`src/rtl/fetch_unit_pkg.sv`:
```
// fetch_unit_pkg: shared constants, types and helpers for the instruction-fetch unit.
//   - ENABLE/DISABLE: instruction memory enable levels
//   - ZERO_WORD / NOP_INST: cleared word and the bubble instruction encoding
//   - PC_W, RESET_PC, EXC_PC: program counter width and redirect addresses
//   - fetch_state_e: fetch FSM state encodings
//   - align_word(): forces a byte address onto a word boundary
package fetch_unit_pkg;

  localparam int PC_W = 32;

  localparam logic ENABLE  = 1'b1;
  localparam logic DISABLE = 1'b0;

  localparam logic [PC_W-1:0] ZERO_WORD = 32'h0000_0000;
  localparam logic [PC_W-1:0] NOP_INST  = 32'h0000_0000;
  localparam logic [PC_W-1:0] RESET_PC  = 32'h0000_0000;
  localparam logic [PC_W-1:0] EXC_PC    = 32'h0000_0040;

  typedef enum logic [1:0] {
    IDLE  = 2'd0,
    FETCH = 2'd1,
    HALT  = 2'd2
  } fetch_state_e;

  function automatic logic [PC_W-1:0] align_word(input logic [PC_W-1:0] addr);
    return {addr[PC_W-1:2], 2'b00};
  endfunction

endpackage

```
`src/rtl/fetch_unit_if_id_reg.sv`:
```
// if_id_reg: IF/ID pipeline register between fetch and decode.
// Ports:
//   clk, rst        clock and synchronous active-high reset (clears the register)
//   bubble          replace contents with a nop bubble (pc 0, nop, invalid)
//   load            capture pc/inst as a valid entry
//   pc, inst        PC and instruction word coming from the fetch stage
//   id_pc, id_inst  registered PC and instruction presented to decode
//   id_valid        register holds a real instruction
// With neither bubble nor load asserted the register holds its contents.
module if_id_reg
  import fetch_unit_pkg::*;
(
  input  logic            clk,
  input  logic            rst,
  input  logic            bubble,
  input  logic            load,
  input  logic [PC_W-1:0] pc,
  input  logic [31:0]     inst,
  output logic [PC_W-1:0] id_pc,
  output logic [31:0]     id_inst,
  output logic            id_valid
);

  // Reset and bubble both leave a cleared nop; bubble wins over load so a
  // wrong-path or out-of-range word can never be marked valid.
  always_ff @(posedge clk) begin
    if (rst || bubble) begin
      id_pc    <= ZERO_WORD;
      id_inst  <= NOP_INST;
      id_valid <= 1'b0;
    end else if (load) begin
      id_pc    <= pc;
      id_inst  <= inst;
      id_valid <= 1'b1;
    end
  end

endmodule

```
`src/rtl/fetch_unit.sv`:
```
// fetch_unit: instruction-fetch initiator. Owns the PC and the fetch FSM
// (IDLE/FETCH/HALT), drives the instruction memory request and fills the
// IF/ID register.
// Parameters:
//   MEM_WORDS       instruction memory depth in words; pc >= MEM_WORDS*4 halts
// Ports:
//   clk, rst        clock and synchronous active-high reset
//   stall           hold PC and IF/ID
//   branch_flag     redirect to branch_target (word-aligned)
//   branch_target   redirect byte address
//   flush           exception redirect to EXC_PC
//   insEn, insAddr  instruction memory enable and word-aligned byte address
//   inst            word returned combinationally for insAddr
//   id_pc, id_inst, id_valid  IF/ID register contents
//   halted          high while the FSM is in HALT
module fetch_unit
  import fetch_unit_pkg::*;
#(
  parameter int unsigned MEM_WORDS = 1024
) (
  input  logic            clk,
  input  logic            rst,
  input  logic            stall,
  input  logic            branch_flag,
  input  logic [PC_W-1:0] branch_target,
  input  logic            flush,
  output logic            insEn,
  output logic [PC_W-1:0] insAddr,
  input  logic [31:0]     inst,
  output logic [PC_W-1:0] id_pc,
  output logic [31:0]     id_inst,
  output logic            id_valid,
  output logic            halted
);

  // Limit is kept 34 bits wide so a 2^30-word memory (limit 2^32) never
  // reports an out-of-range PC.
  localparam logic [PC_W+1:0] PC_LIMIT = 34'(MEM_WORDS) * 34'd4;

  fetch_state_e    state;
  logic [PC_W-1:0] pc;
  logic            ins_en;
  logic            halted_q;
  logic            in_fetch;
  logic            out_of_range;
  logic            bubble;
  logic            load;

  assign in_fetch     = (state == FETCH);
  assign out_of_range = ({2'b00, pc} >= PC_LIMIT);

  // IF/ID takes a bubble on any redirect, outside FETCH, and when the word
  // being fetched lies past the end of memory; a stall leaves it untouched.
  assign bubble = flush | branch_flag | ~in_fetch | (~stall & out_of_range);
  assign load   = in_fetch & ~stall & ~out_of_range;

  assign insEn   = ins_en;
  assign insAddr = pc;
  assign halted  = halted_q;

  // PC and FSM share one block so the priority rst > flush > branch > stall
  // > advance is explicit; enable and halted are registered alongside the
  // state so they never depend combinationally on inputs.
  always_ff @(posedge clk) begin
    if (rst) begin
      pc       <= RESET_PC;
      state    <= IDLE;
      ins_en   <= DISABLE;
      halted_q <= 1'b0;
    end else if (flush) begin
      pc       <= EXC_PC;
      state    <= FETCH;
      ins_en   <= ENABLE;
      halted_q <= 1'b0;
    end else if (branch_flag) begin
      pc       <= align_word(branch_target);
      state    <= FETCH;
      ins_en   <= ENABLE;
      halted_q <= 1'b0;
    end else begin
      case (state)
        IDLE: begin
          state  <= FETCH;
          ins_en <= ENABLE;
        end
        FETCH: begin
          if (!stall) begin
            if (out_of_range) begin
              state    <= HALT;
              ins_en   <= DISABLE;
              halted_q <= 1'b1;
            end else begin
              pc <= pc + 32'd4;
            end
          end
        end
        HALT: begin
          state <= HALT;
        end
        default: begin
          state    <= IDLE;
          ins_en   <= DISABLE;
          halted_q <= 1'b0;
        end
      endcase
    end
  end

  if_id_reg u_if_id_reg (
    .clk      (clk),
    .rst      (rst),
    .bubble   (bubble),
    .load     (load),
    .pc       (pc),
    .inst     (inst),
    .id_pc    (id_pc),
    .id_inst  (id_inst),
    .id_valid (id_valid)
  );

endmodule

```
`config.mk`:
```
export PLATFORM = sky130hd
export DESIGN_NAME = fetch_unit
export DESIGN_NICKNAME = d
export VERILOG_FILES = /design/src/rtl/fetch_unit_pkg.sv /design/src/rtl/fetch_unit_if_id_reg.sv /design/src/rtl/fetch_unit.sv
export SDC_FILE = /design/constraint.sdc
export NUM_CORES = 1
export LEC_CHECK = 0
export BUFFER_PORTS_ARGS = -buffer_cell sky130_fd_sc_hd__buf_2
export CAP_MARGIN = 30
export CORE_MARGIN = 2
export CORE_UTILIZATION = 46
export CTS_CLUSTER_DIAMETER = 30
export CTS_CLUSTER_SIZE = 16
export DETAILED_ROUTE_END_ITERATION = 8
export GPL_TIMING_DRIVEN = 0
export HOLD_SLACK_MARGIN = 0.03
export PLACE_DENSITY = 0.78
export RECOVER_POWER = 100
export SLEW_MARGIN = 20
export SYNTH_ARGS = -nofsm -noshare
export SYNTH_HDL_FRONTEND = slang
export SYNTH_SLANG_ARGS = --single-unit
```
`constraint.sdc`:
```
create_clock -name clk -period 3.2 [get_ports clk]
set_input_delay 0.16 -clock clk [delete_from_list [all_inputs] [get_ports clk]]
set_output_delay 0.16 -clock clk [all_outputs]
set_load 0.02 [all_outputs]
```
After elaboration in Yosys (flattened, before gate mapping)

Index checks and enable logic that the tools add are counted.

Add/sub/neg operators: 1
Order comparisons: 1
Equality and inequality tests: 11
Muxes and demuxes: 18
Bitwise logic cells: 10
Reductions and logical operators: 14

Operators by type and width:

| kind                                                                | count |
|---|---|
| two-way mux 32 bit                                                  | 4 |
| adder 32 x 3 -> 32 bit, second input constant                       | 1 |
| greater-or-equal comparator 32 x 13 -> 1 bit, second input constant | 1 |
| AND reduction 3 bit                                                 | 5 |
| two-way mux 1 bit                                                   | 8 |
| two-way mux 7 bit                                                   | 1 |
| inequality test 3 bit, second input constant                        | 2 |
| one-hot mux 2 bit (3 select lines)                                  | 1 |
| two-way mux 2 bit                                                   | 2 |
| inequality test 2 x 1 -> 1 bit, second input constant               | 2 |
| inequality test 2 bit, second input constant                        | 2 |
| inequality test 4 x 3 -> 1 bit, second input constant               | 1 |
| inequality test 4 bit, second input constant                        | 1 |
| inverter 1 bit                                                      | 4 |
| AND reduction 2 bit                                                 | 2 |
| OR reduction 2 bit                                                  | 2 |
| AND 1 bit                                                           | 3 |
| inequality test 3 x 1 -> 1 bit, second input constant               | 1 |
| bitwise OR 1 bit                                                    | 3 |
| one-hot mux 1 bit (3 select lines)                                  | 1 |
| nonzero test 3 bit                                                  | 1 |
| OR reduction 3 bit                                                  | 1 |
| == test 2 x 1 -> 1 bit, second input constant                       | 1 |
| == test 2 bit, second input constant                                | 1 |
| 4 further kinds                                                     | 4 |

Bits in registers: 101
Input bits: 69
Output and inout port bits: 99

Longest topological paths before layout

Gate-level depths: netlist of the first run.

Depth in word-level cells: 6
Depth in mapped cells: 9

Modules after synthesis

A second synthesis of the first run with hierarchy kept.

Cell total of the unflattened synthesis: 398
Area total of the unflattened synthesis: 4095.2 µm²

Modules (own cells, without submodules):

| module     | times used | cells each | area each (µm²) | sequential area each (µm²) |
|---|---|---|---|---|
| if_id_reg  | 1          | 210        | 2339.7          | 1301.2 |
| fetch_unit | 1          | 188        | 1755.4          | 680.7 |

Worst setup path before layout of the first run

Ideal clock, no wire load.

Kind: register to register
From: register state[1]
To: register u_if_id_reg.id_inst[0]
Library setup time: 132 ps
Data arrival time: 1747 ps
Data required time: 3068 ps
Path slack: 1321 ps
Cell stages (with the launch flop): 10
Path through: dfxtp_1 inv_1 ha_1 nor4b_4 nand2_1 or3_1 buf_2 buf_6 nand2_1 a21oi_1

Longest elaborated chain between the ends: 5
Elaborated cells between the ends (all ways): 7
Classes of those cells: 1 x eq/ne; 5 x bitwise; 1 x reduce/logical

Ends and longest elaborated chain:

| what                          | line                       | text |
|---|---|---|
| start, declared               | fetch_unit.sv:40           | `fetch_state_e state;` |
| start signal, assigned        | fetch_unit.sv:67           | `state <= IDLE;` |
| start signal, assigned        | fetch_unit.sv:72           | `state <= FETCH;` |
| start signal, assigned        | fetch_unit.sv:77           | `state <= FETCH;` |
| == test 2 x 1 -> 1 bit *      | fetch_unit.sv:49           | `assign in_fetch = (state == FETCH);` |
| net in_fetch                  | fetch_unit.sv:44           | `logic in_fetch;` |
| inverter 1 bit                | fetch_unit.sv:54           | `assign bubble = flush \| branch_flag \| ~in_fetch \| (~stall & out_of_range);` |
| bitwise OR 1 bit (2 in a row) | fetch_unit.sv:54           |  |
| logical OR 1 bit              | fetch_unit_if_id_reg.sv:27 | `if (rst \|\| bubble) begin` |
| end signal, assigned          | fetch_unit_if_id_reg.sv:33 | `id_inst <= inst;` |
| end, declared                 | fetch_unit_if_id_reg.sv:20 | `output logic [31:0] id_inst,` |

Mark *: on every way through the listed nets, which the timed path passes. The rest lies on a longest branch.
A chain may end at the register's enable or synchronous reset.

Worst setup path in the final report of the first run

From: register state[1]
To: register u_if_id_reg.id_pc[6]

Longest elaborated chain between the ends: 5
Elaborated cells between the ends (all ways): 7
Classes of those cells: 1 x eq/ne; 5 x bitwise; 1 x reduce/logical

Ends and longest elaborated chain:

| what                          | line                       | text |
|---|---|---|
| == test 2 x 1 -> 1 bit *      | fetch_unit.sv:49           |  |
| net in_fetch                  | fetch_unit.sv:44           |  |
| inverter 1 bit                | fetch_unit.sv:54           |  |
| bitwise OR 1 bit (2 in a row) | fetch_unit.sv:54           |  |
| logical OR 1 bit              | fetch_unit_if_id_reg.sv:27 |  |
| end signal, assigned          | fetch_unit_if_id_reg.sv:32 | `id_pc <= pc;` |
| end, declared                 | fetch_unit_if_id_reg.sv:19 | `output logic [PC_W-1:0] id_pc,` |

Marks and branches as above.

==> results, run 1 <==
- The run finished with clean final reports.
- The actual transition at the worst max-transition pin is 0.675 ns.
- Of the synthesized area, sequential elements account for 0.510.
- The first detailed-routing pass took 4 iterations.
- In the final layout, flip-flops and latches occupy 1940 µm².
- The final total power is 2.34 mW.
- The path class of the tightest hold or removal check is in -> reg.
- The clock sink total is 97.
- STA classifies the critical path startpoint as a flop.
- The number of nets with antenna violations after routing is 0.
- The via count of the first global-routing pass was 3,085.
- The worst reg2reg path depth is 8.
- For the final database, setup skew stands at 0.00859 ns.
- The area of the mapped netlist is 3810 µm².
- The destination of the worst hold path is u_if_id_reg.id_inst[10].
- The kind of end point of the critical path is a flop.
- The floorplan step set the die height to 95.0 µm.
- The number of buffers created by CTS is 9.
- The worst register-to-register path begins at state[1].
- The launch point of the worst hold path is inst[10].
- The net count of the finished layout is 669.
- Entering global routing, the biggest net connects 17 pins.
- Setup repair after global routing left no endpoint under its margin.
- At the worst endpoint, the arrival time is 2.57 ns.
- The synthesis warning total is 0.
- From synthesis to final layout, the design area changed by 28.1%.
- The final core utilization is 0.600.
- The static leakage is 1.84 nW.
- During I/O placement, the number of pins put on the boundary was 168.
- The classification of the worst setup path is reg -> reg.
- Counting every instance in the synthesized netlist gives 413.
- The number of failing hold endpoints at the final stage came to 0.
- After floorplanning, the core was sized to cover 8130 µm².
- Summing over every cut layer, the via total after detailed routing is 3,413.
- The clock latency of the later-clocked register in the worst-skew pair is 0.35 ns.
- Setup violations remaining at the end of the flow were counted as 0.
- The antenna diode instance count is 0.
- The detailed router finished its first iteration with 94 violations.
- The DRC violation count after routing is 0.
- In the post-route analysis, the smallest setup slack over all paths is 0.898 ns.
- The worst register-to-register path ends at u_if_id_reg.id_pc[6].
- The setup slack on the worst flop-to-flop path is 0.90 ns.
- TritonCTS built the clock tree.
- The tool flagged a number of max-cap violations equal to 0.
- For this configuration, the core starts out at a cell density of 0.469.
- After floorplanning, the core was divided into 33 placement rows.
- In the final layout, the multi-input gates occupy 1640 µm².
- Along the worst path, the maximum fanout reaches 10.
- At the placement stage, the worst setup path has a slack of 0.979 ns.
- The x dimension of the die is 95.0 µm.
- Static timing analysis puts the maximum clock frequency at 0.434 GHz.
- IR analysis of the VDD net gives a maximum drop of 0.271 mV.
- Dividing the detail-routed wire length by the instance count gives 13.1 µm.
- In the final layout, the share of cells above drive strength 1 is 0.170.
- After clock tree synthesis, the repair step resized 0 gates.
- After synthesis the netlist holds a flip-flop and latch count of 97.
- The clock passes through at most 2 buffers.
- Measured against its own limit, the worst slew margin works out to 0.550.
- The count of pins over their slew limit is 0.
- The sum of net half-perimeters after detailed placement is 7160 µm.
- The aggregate negative setup slack is 0 ns.
- Clock tree synthesis selected as its root buffer the cell sky130_fd_sc_hd__clkbuf_8.
- Power spread over the standard cell area amounts to 479 nW/µm².
- Along the worst hold path, the cell count comes to 3.
- The clock period could shrink to 2.30 ns.
- Hold repair after CTS inserted 8 buffers.
- The H-tree was split into 3 levels.
- The last weighted congestion value of the routability-driven placer is 0.788.
- The number of vias per cell is 4.84.
- The aggregate global-route resource usage is 0.203.
- The number of distinct library cell variants in the gate-level netlist after synthesis is 44.
- The count of buffers added on input and output ports is 159.
- Buffers added to address setup during post-CTS repair amount to 0.
- The layout filler cell count is 760.
- The die covers 9030 µm².
- The critical path required time is 3.47 ns.
- Clock-pin slew was measured on the worst setup and hold paths at 0.09 ns.
- The global-route congestion overflow total is 0.
- The initial antenna violation count was 0.
- The final critical-path share of the clock period is 0.719.
- The first global-routing pass estimated 14,400 µm of wire.
- The total routed wirelength is 9260 µm.
- After synthesis, the mean cell area works out to 9.23 µm².
state kept, by name (all words and copies together), names as in the netlist:
signal / flops
u_if_id_reg.id_valid: 1
halted: 1
u_if_id_reg.id_pc: 30
insAddr: 30
u_if_id_reg.id_inst: 32
insEn: 1
state: 2
worst max path at each step:
stage                         from  depth (start not counted)  slack [ns]                      end
after CTS                 state[1]                          8        0.92  u_if_id_reg.id_inst[18]
final                     state[1]                          8        0.90     u_if_id_reg.id_pc[6]
after global routing      state[1]                          8        0.63  u_if_id_reg.id_inst[23]
after detailed placement  state[1]                          8        0.98  u_if_id_reg.id_inst[18]
after global placement    state[1]                          8        1.06  u_if_id_reg.id_inst[18]
after floorplan           state[1]                          9        1.32   u_if_id_reg.id_inst[0]
metrics by stage:
step	cells	hold slack (ns)	instance area [µm²]
CTS	704	0.0310	5050
global placement	680	0.390	4750
global route	705	0.0324	4880
floorplan	416	0.229	3820
detailed placement	680	0.401	4750
finish	705	0.0477	4880
area by class of cell:
type | count | share of cell area
well taps | 105 | 0.0269
inverters | 7 | 0.00538
flip-flops and latches | 97 | 0.398
multi-input cells | 284 | 0.335
plain buffers | 28 | 0.0333
clock buffers | 10 | 0.0261
clock inverters | 6 | 0.0184
repair buffers | 168 | 0.157
placed cells by master (no fill, tap or decap), types with 6 or more instances in the layout:
cell / n
sky130_fd_sc_hd__clkbuf_1: 110
sky130_fd_sc_hd__dfxtp_1: 97
sky130_fd_sc_hd__nand2_1: 92
sky130_fd_sc_hd__buf_2: 68
sky130_fd_sc_hd__a21oi_1: 45
sky130_fd_sc_hd__nor2_1: 34
sky130_fd_sc_hd__mux2i_1: 24
sky130_fd_sc_hd__nor3_1: 11
sky130_fd_sc_hd__and2_1: 11
sky130_fd_sc_hd__and2_0: 11
sky130_fd_sc_hd__clkbuf_8: 9
sky130_fd_sc_hd__dlygate4sd3_1: 9
sky130_fd_sc_hd__inv_1: 7
sky130_fd_sc_hd__nor4_1: 6
routing by layer:
layer / vias to the layer above / routed length, µm / global-route usage
li1: 1729 / - / -
met1: 1534 / 4000 / 0.244
met2: 142 / 4350 / 0.346
met3: 8 / 815 / 0.0704
met4: 0 / 91 / 0.0556
met5: - / 0 / 0
synthesized netlist by cell type:
cell type,number,area share
sky130_fd_sc_hd__a211oi_1,5,0.0099
sky130_fd_sc_hd__nand4_4,1,0.0056
sky130_fd_sc_hd__and4bb_2,1,0.0033
sky130_fd_sc_hd__and3_1,1,0.0016
sky130_fd_sc_hd__inv_1,7,0.0069
sky130_fd_sc_hd__clkbuf_1,8,0.0079
sky130_fd_sc_hd__o31a_1,1,0.0023
sky130_fd_sc_hd__xnor2_1,5,0.011
sky130_fd_sc_hd__a2111oi_0,1,0.0023
sky130_fd_sc_hd__a211oi_2,1,0.0033
sky130_fd_sc_hd__ha_1,5,0.016
sky130_fd_sc_hd__nand3b_1,1,0.0020
sky130_fd_sc_hd__buf_1,3,0.0030
sky130_fd_sc_hd__mux2i_1,24,0.063
sky130_fd_sc_hd__buf_4,4,0.0079
sky130_fd_sc_hd__o21a_1,1,0.0020
sky130_fd_sc_hd__nor4_2,2,0.0066
sky130_fd_sc_hd__and2_1,22,0.036
sky130_fd_sc_hd__a21oi_1,45,0.059
sky130_fd_sc_hd__buf_2,8,0.011
sky130_fd_sc_hd__nand3_1,2,0.0026
sky130_fd_sc_hd__nand2_1,92,0.091
sky130_fd_sc_hd__nor4b_4,1,0.0062
sky130_fd_sc_hd__nor3_2,3,0.0079
sky130_fd_sc_hd__or2_2,1,0.0016
sky130_fd_sc_hd__nor3_1,9,0.012
sky130_fd_sc_hd__nor3b_1,1,0.0020
sky130_fd_sc_hd__nor3_4,1,0.0043
sky130_fd_sc_hd__o22ai_1,2,0.0033
sky130_fd_sc_hd__nand4_2,1,0.0033
sky130_fd_sc_hd__nand2b_1,1,0.0016
sky130_fd_sc_hd__a31oi_1,2,0.0033
sky130_fd_sc_hd__conb_1,1,0.00098
sky130_fd_sc_hd__or3b_1,1,0.0023
sky130_fd_sc_hd__nor4_1,3,0.0049
sky130_fd_sc_hd__o21ai_1,1,0.0013
sky130_fd_sc_hd__buf_6,5,0.015
sky130_fd_sc_hd__or3_1,2,0.0033
sky130_fd_sc_hd__nor4_4,4,0.022
sky130_fd_sc_hd__nor2_1,34,0.033
sky130_fd_sc_hd__dfxtp_1,97,0.51
sky130_fd_sc_hd__nor4b_2,1,0.0039
sky130_fd_sc_hd__nand4b_1,1,0.0023
sky130_fd_sc_hd__o21ai_0,1,0.0013
worst max-delay path, stage by stage (launching register included):
cell and delay, ns:
sky130_fd_sc_hd__dfxtp_1 0.34, sky130_fd_sc_hd__inv_1 0.09, sky130_fd_sc_hd__ha_1 0.20, sky130_fd_sc_hd__nor4b_4 0.24
sky130_fd_sc_hd__nand2_1 0.25, sky130_fd_sc_hd__o21ai_0 0.34, sky130_fd_sc_hd__nand2_1 0.26, sky130_fd_sc_hd__clkbuf_1 0.31
sky130_fd_sc_hd__a21oi_1 0.19
power breakdown:
part	switching, mW	internal, mW
registers	0.0212	1.22
logic	0.136	0.103
clock network	0.411	0.445
total	0.568	1.77
kinds of logic after synthesis:
family / Yosys count / share of synthesized area
flops: 97 / 0.510
fa+ha+maj: 5 / 0.0164
xor+xnor: 5 / 0.0115
simple gates: 186 / 0.260
buf+inv: 35 / 0.0509
mux: 24 / 0.0630
other cells: 1 / 0.000984
compound gates: 60 / 0.0880
(Power assumes the default switching activity.)
==> run 2, diff against run 1 <==
clock period = 2.2 ns   (was 3.2 ns; I/O delays follow)
==> results, run 2 (synthesis gave the netlist of run 1 again) <==
- At the end of routability-driven placement, the weighted congestion stood at 0.788.
- The worst path needs 2.08 ns of the cycle, external delays included.
- The H-tree generated during clock tree synthesis spans 3 levels.
- The library cell used most frequently in the layout, excluding fill and tap cells, is sky130_fd_sc_hd__clkbuf_1.
- The critical path goes through inv_1 > ha_4 > nor4b_4 > nand2_4 > or3_1 > clkbuf_4 > buf_6 > nand2_1 > a21oi_1.
- The worst setup path is captured at a flop.
- The mean routed wirelength per cell is 14.3 µm.
- The area of the placeable core is 8130 µm².
- Pin placement for this block handled 168 I/O pins.
- u_if_id_reg.id_inst holds more flip-flops than any other register.
- The via count of the first global-routing pass came to 3,535.
- Clock tree synthesis selected as its root buffer the cell sky130_fd_sc_hd__clkbuf_8.
- The count of pins over their slew limit is 0.
- The setup slack on the worst flop-to-flop path is 0.12 ns.
- The class of the most critical hold timing path is in -> reg.
- Clock tree synthesis inserted a total of 9 buffers.
- Headroom to the max-slew limit came out at 0.525.
- The final worst setup slack is 0.123 ns.
- The kind of cell with the highest combined delay on the critical path is simple AND/OR/NAND/NOR gates.
- The die is 95.0 µm wide.
- The flow ran to the end, and the final reports show no timing, DRC or antenna violations.
- The total area of sequential cells is 1940 µm².
- The detail route stage leaves a number of antenna-violating nets equal to 0.
- The final critical-path share of the clock period is 0.944.
- The initial antenna violation count is 0.
- In the final layout, the multi-input gates occupy 1710 µm².
- The aggregate global-route resource usage is 0.234.
- 0 antenna diodes ended up in the layout.
- The standard cell area after detailed placement is 4750 µm².
- The static leakage is 2.10 nW.
- The critical path contains buffers and inverters numbering 3 combined.
- The classification of the worst setup path is reg -> reg.
- The global-route wire length before repair is 16,500 µm.
- At the pin with the least slew margin, the transition time is 0.712 ns.
- TritonCTS built the clock tree.
- For this configuration, the core starts out at a cell density of 0.469.
- The clock sink total is 97.
- The number of vias per cell is 4.87.
- The clock passes through at most 2 buffers.
- The clock latency of the later-clocked register in the worst-skew pair is 0.35 ns.
- The count of vias placed by the detailed router is 3,684.
- After clock tree synthesis, the clock-pin slew on the worst setup and hold paths is 0.09 ns.
- The final core utilization is 0.674.
- Data on the critical path is required at its endpoint by 2.41 ns.
- Compared with the post-synthesis result, the final layout area differs by 43.8%.
- The global-route congestion overflow total is 0.
- The net count of the finished layout is 720.
- In the layout the commonest cells are 103 x sky130_fd_sc_hd__clkbuf_1, 97 x sky130_fd_sc_hd__dfxtp_1, 90 x sky130_fd_sc_hd__nand2_1, 67 x sky130_fd_sc_hd__buf_2, 57 x sky130_fd_sc_hd__dlygate4sd3_1.
- The total power divided by cell area is 642 nW/µm².
- The post-placement setup slack is -0.0207 ns.
- The sum of net half-perimeters after detailed placement is 7160 µm.
- The floorplan step defined a die boundary enclosing 9030 µm².
- The share of post-route cells with drive strength above 1 is 0.186.
- Buffers placed on the I/O ports in this run total 159.
- The first routing iteration left 109 violations.
- For this design, the slowest cell found on the critical path is sky130_fd_sc_hd__or3_1.
- Based on the critical path, the design can be clocked at up to 0.482 GHz.
- The number of setup violations in the final report is 0.
- For this run, the slowest stage of the critical path takes 0.37 ns.
- The first TritonRoute pass finished after 4 iterations.
- The peak supply drop is 0.401 mV.
- The DRC violation count after routing is 0.
- The pin count of the biggest net entering global routing is 17.
- The register with the most flip-flops in the layout has 32 of them.
- The total routed wirelength is 10,800 µm.
- The worst setup skew after layout is 0.0102 ns.
- After filler insertion, the fill cell instance count of the layout stands at 645.
- The die boundary height is 95.0 µm.
- The tool flagged a number of max-cap violations equal to 0.
- The number of failing hold endpoints at the final stage is 0.
- The worst setup path is launched from a flop.
- The post-route standard cell area excluding fillers is 5480 µm².
- The placement row count is 33.
- The data arrival time of the critical path is 2.29 ns.
- The maximum fanout along the worst path is 10.
## run 2: cell types whose count changed in the layout (fill, tap and decap cells not counted), moves of 3 or more
cell	delta
sky130_fd_sc_hd__buf_4	+5
sky130_fd_sc_hd__and2_1	+11
sky130_fd_sc_hd__nor4_1	-3
sky130_fd_sc_hd__dlygate4sd3_1	+48
sky130_fd_sc_hd__clkbuf_1	-7
sky130_fd_sc_hd__and2_0	-11
## run 2: cell type report
class | count | share of cell area
repair buffers | 219 | 0.232
clock inverters | 6 | 0.0164
inverters | 7 | 0.00480
multi-input cells | 284 | 0.313
clock buffers | 10 | 0.0233
plain buffers | 28 | 0.0329
well taps | 105 | 0.0240
flip-flops and latches | 97 | 0.354
## run 2: final timing paths
check,startpoint,to,depth (start not counted)
setup reg to reg,state[1],u_if_id_reg.id_inst[7],9
hold reg to reg,u_if_id_reg.id_pc[8],u_if_id_reg.id_pc[8],2
hold / removal,branch_target[2],insAddr[2],3
setup / recovery,state[1],u_if_id_reg.id_inst[7],9
## run 2: worst register-to-register path, delay by kind of cell (launching register included)
| kind | cells | cell delay (ns) |
|---|---|---|
| DFF | 1 | 0.34 |
| adders and majority gates | 1 | 0.16 |
| AOI/OAI and AO/OA | 1 | 0.08 |
| buffers and inverters | 3 | 0.46 |
| and+or+nand+nor | 4 | 0.91 |
## run 2: metal layers
metal / track usage / share of wire
met1: 0.262 / 0.42
met2: 0.430 / 0.49
met3: 0.0704 / 0.072
met4: 0.0652 / 0.017
met5: 0 / 0
## run 2: repair_timing
| action | 4_1_cts | 5_1_grt |
|---|---|---|
| pin swaps | 0 | 1 |
| gates resized for setup | 1 | 15 |
| hold buffers | 57 | 0 |
| endpoints found under the hold margin | 59 | 0 |
| buffers inserted | 0 | 3 |
| endpoints found under the setup margin | 40 | 65 |
## run 2: per-stage QoR
| stage | total power [mW] | std cells | hold WS [ns] | TNS (ns) |
|---|---|---|---|---|
| after floorplan | 2.08 | 416 | 0.179 | 0 |
| after global placement | 2.20 | 680 | 0.340 | 0 |
| after detailed placement | 2.21 | 680 | 0.351 | -0.0226 |
| after CTS | 3.53 | 753 | 0.0364 | 0 |
| after global routing | 3.67 | 756 | 0.0507 | -0.000887 |
| final | 3.52 | 756 | 0.0522 | 0 |
## run 2: where the power goes
part	internal (mW)	switching, mW	total (mW)
logic	0.217	0.231	0.449
clock network	0.648	0.609	1.26
registers	1.78	0.0323	1.81
total	2.64	0.873	3.52
==> run 3, diff against run 2 <==
PLACE_DENSITY = 0.77   (was 0.78)
SYNTH_HIERARCHICAL = 1   (was unset)
==> results, run 3 <==
- The worst hold path belongs to the class in -> reg.
- The placement row count is 34.
- The async set or reset register ratio after synthesis is 0.
- Static timing analysis puts the maximum clock frequency at 0.479 GHz.
- The slowest stage of the critical path is the sky130_fd_sc_hd__dfxtp_2 cell.
- The aggregate global-route resource usage is 0.235.
- For this run, the slowest stage of the critical path takes 0.34 ns.
- The critical path required time is 2.46 ns.
- Measured against its own limit, the worst slew margin works out to 0.608.
- The area growth from synthesis to layout is 40.6%.
- The share of the Yosys chip area taken by registers is 0.484.
- In the post-synthesis netlist, the biggest area contributors are sky130_fd_sc_hd__dfxtp_1 48%, sky130_fd_sc_hd__mux2i_1 21%, sky130_fd_sc_hd__nor2_1 8.4%.
- The kind of end point of the critical path is a flop.
- The worst path needs 2.09 ns of the cycle, external delays included.
- In this run the cell area of the synthesized design comes to 4100 µm².
- The most common cell in the synthesized netlist is sky130_fd_sc_hd__dfxtp_1.
- The fraction of post-synthesis cell area in the top cell type by area is 0.484.
- In the final design database the tool counted 710 nets.
- The footprint of the multi-input gates is 1950 µm².
- The antenna diode instance count is 0.
- The x dimension of the die is 98.4 µm.
- The buffer type at the clock tree root is sky130_fd_sc_hd__clkbuf_8.
- In the finished design, the share of the clock period the worst path needs comes to 0.948.
- The via count of the first global-routing pass is 3,711.
- Summing all flip-flop and latch instances after layout gives 1980 µm².
- The peak supply drop is 0.365 mV.
- The total routed wirelength is 11,800 µm.
- The CTS tree is built.
- Power spread over the standard cell area amounts to 600 nW/µm².
- In this run the count of I/O pins placed on the die edge is 168.
- After filler insertion, the fill cell instance count of the layout stands at 759.
- The number of standard cells after synthesis is 398.
- Detailed placement finished with a half-perimeter wire length of 7880 µm.
- The flow ran to the end, and the final reports show no timing, DRC or antenna violations.
- The global-route congestion overflow total is 0.
- The die covers 9670 µm².
- From bottom edge to top edge, the die measures 98.4 µm.
- The prevailing post-synth register cell is sky130_fd_sc_hd__dfxtp_1.
- The pin count of the biggest net entering global routing is 18.
- The library cell used most frequently in the layout, excluding fill and tap cells, is sky130_fd_sc_hd__clkbuf_1.
- The static leakage is 2.09 nW.
- For this run, design rule violations remaining after detail routing come to 0.
- The post-placement setup slack is -0.177 ns.
- Sorting the synthesized cells by how often they occur yields 99 x sky130_fd_sc_hd__dfxtp_1, 92 x sky130_fd_sc_hd__nor2_1, 87 x sky130_fd_sc_hd__mux2i_1.
- The launch point of the worst hold path is branch_target[7].
- Yosys mapped a number of flops with a built-in enable equal to 0.
- The reg-to-reg critical path startpoint is state[1].
- The clock sink total is 99.
- The area of the placeable core is 8680 µm².
- The starting utilization of the core area is 0.472.
- The signal on the critical path passes through inv_2 > ha_4 > nor4b_4 > nand3_4 > nor3_4 > buf_6 > buf_12 > mux2i_1 > nor2_1.
- The synthesis warning total is 6.
- The number of buffers between clock root and the deepest sink is 2.
- The kind of start point of the critical path is a flop.
- Clock skew on the completed layout was measured at 0.0147 ns.
- Setup repair after global routing left no endpoint under its margin.
- The number of failing hold endpoints at the final stage is 0.
- The number of distinct library cell variants in the gate-level netlist after synthesis is 40.
- The final worst setup slack is 0.114 ns.
- The count of nets left with antenna violations once routing finished came out at 0.
- Dividing the detail-routed via count by the number of cells gives 5.05.
- The final total power is 3.45 mW.
- The tightest hold margin is 0.0357 ns.
- The count of pins over their slew limit came to 0.
- The H-tree depth is 3.
- The aggregate negative setup slack is 0 ns.
- The critical path in this run is classified as reg -> reg.
- The largest total area in the synthesized netlist belongs to sky130_fd_sc_hd__dfxtp_1.
- The actual transition at the worst max-transition pin is 0.583 ns.
- The number of optimization iterations in the first detailed-route pass is 4.
- The count of buffering cells on the critical path with inverters included is 3.
- The number of register bits inferred by synthesis is 99.
- In this run the worst setup path begins at state[1].
- The number of buffer cells added on primary ports is 163.
- The kind of cell with the highest combined delay on the critical path is simple AND/OR/NAND/NOR gates.
- Dividing the synthesized area by the synthesized cell count gives 10.3 µm².
- Clock-pin slew was measured on the worst setup and hold paths at 0.10 ns.
- The setup slack on the worst flop-to-flop path is 0.11 ns.
- The first global-routing pass estimated 18,300 µm of wire.
- The top cell types in the final layout, fill and taps aside, are 108 x sky130_fd_sc_hd__clkbuf_1, 97 x sky130_fd_sc_hd__dfxtp_1, 92 x sky130_fd_sc_hd__nor2_1, 84 x sky130_fd_sc_hd__mux2i_1, 68 x sky130_fd_sc_hd__buf_2.
- The initial antenna violation count is 0.
- In the final layout, the share of cells above drive strength 1 is 0.195.
- The number of buffers created by CTS is 9.
- Setup violations remaining at the end of the flow were counted as 0.
- For the worst setup path, the data arrival time is 2.34 ns.
- The clock latency of the later-clocked register in the worst-skew pair is 0.36 ns.
- The last weighted congestion value of the routability-driven placer is 0.829.
- The detailed router finished its first iteration with 154 violations.
- The tool flagged a number of max-cap violations equal to 0.
- Of all nets on the critical path, the largest fanout is 10.
- The count of vias placed by the detailed router is 3,781.
- The mean routed wirelength per cell is 15.7 µm.
run 3: worst paths after layout:
path	endpoint	cells after the start
setup / recovery	u_if_id_reg/id_inst[27]	9
hold / removal	insAddr[7]	3
setup reg to reg	u_if_id_reg/id_inst[27]	9
hold reg to reg	halted	2
run 3: where the power goes:
group | internal (mW) | total, mW | switching [mW] | leakage (nW)
Clock | 0.460 | 1.12 | 0.656 | 0.0885
Combinational | 0.247 | 0.481 | 0.234 | 1.20
Sequential | 1.82 | 1.86 | 0.0401 | 0.802
Total | 2.52 | 3.45 | 0.930 | 2.09
run 3: through the flow:
| step | cell area (µm²) | cells | util |
|---|---|---|---|
| after floorplan | 4110 | 401 | - |
| after global placement | 5060 | 672 | 0.583 |
| after detailed placement | 5060 | 672 | 0.583 |
| final | 5760 | 749 | 0.663 |
| after global routing | 5760 | 749 | 0.663 |
| after CTS | 5830 | 747 | 0.672 |
run 3: cell type report:
type,count,area share
repair buffers,224,0.220
well taps,108,0.0235
flip-flops and latches,99,0.345
inverters,6,0.00391
clock buffers,11,0.0246
multi-input cells,274,0.339
plain buffers,22,0.0367
clock inverters,5,0.00761
run 3: what timing repair did:
item / in CTS / in global routing
gates cloned: 0 / 0
gates resized for setup: 4 / 20
endpoints found under the hold margin: 55 / 0
setup buffers: 6 / 2
hold buffers: 53 / 0
pin swaps: 3 / 1
endpoints found under the setup margin: 60 / 61
run 3: logic make-up after synthesis:
logic type | Yosys count | synth area share
buffers and inverters | 28 | 0.0504
adders and majority gates | 5 | 0.0153
xor gates and xnor gates | 5 | 0.0107
other | 1 | 0.000916
AOI/OAI and AO/OA | 25 | 0.0391
and+or+nand+nor | 148 | 0.187
muxes | 87 | 0.213
DFF | 99 | 0.484
run 3: tightest hold or removal path: cells and delay by family:
family | cells | cell delay, ns
AO/OA/AOI/OAI | 2 | 0.17
buffers and inverters | 1 | 0.08
run 3: routing by layer:
metal | routed length [µm] | vias up | global-route usage
met5 | 0 | - | 0
met4 | 191 | 0 | 0.0780
met3 | 907 | 17 | 0.0465
met2 | 5710 | 187 | 0.407
met1 | 4950 | 1749 | 0.294
li1 | - | 1828 | -
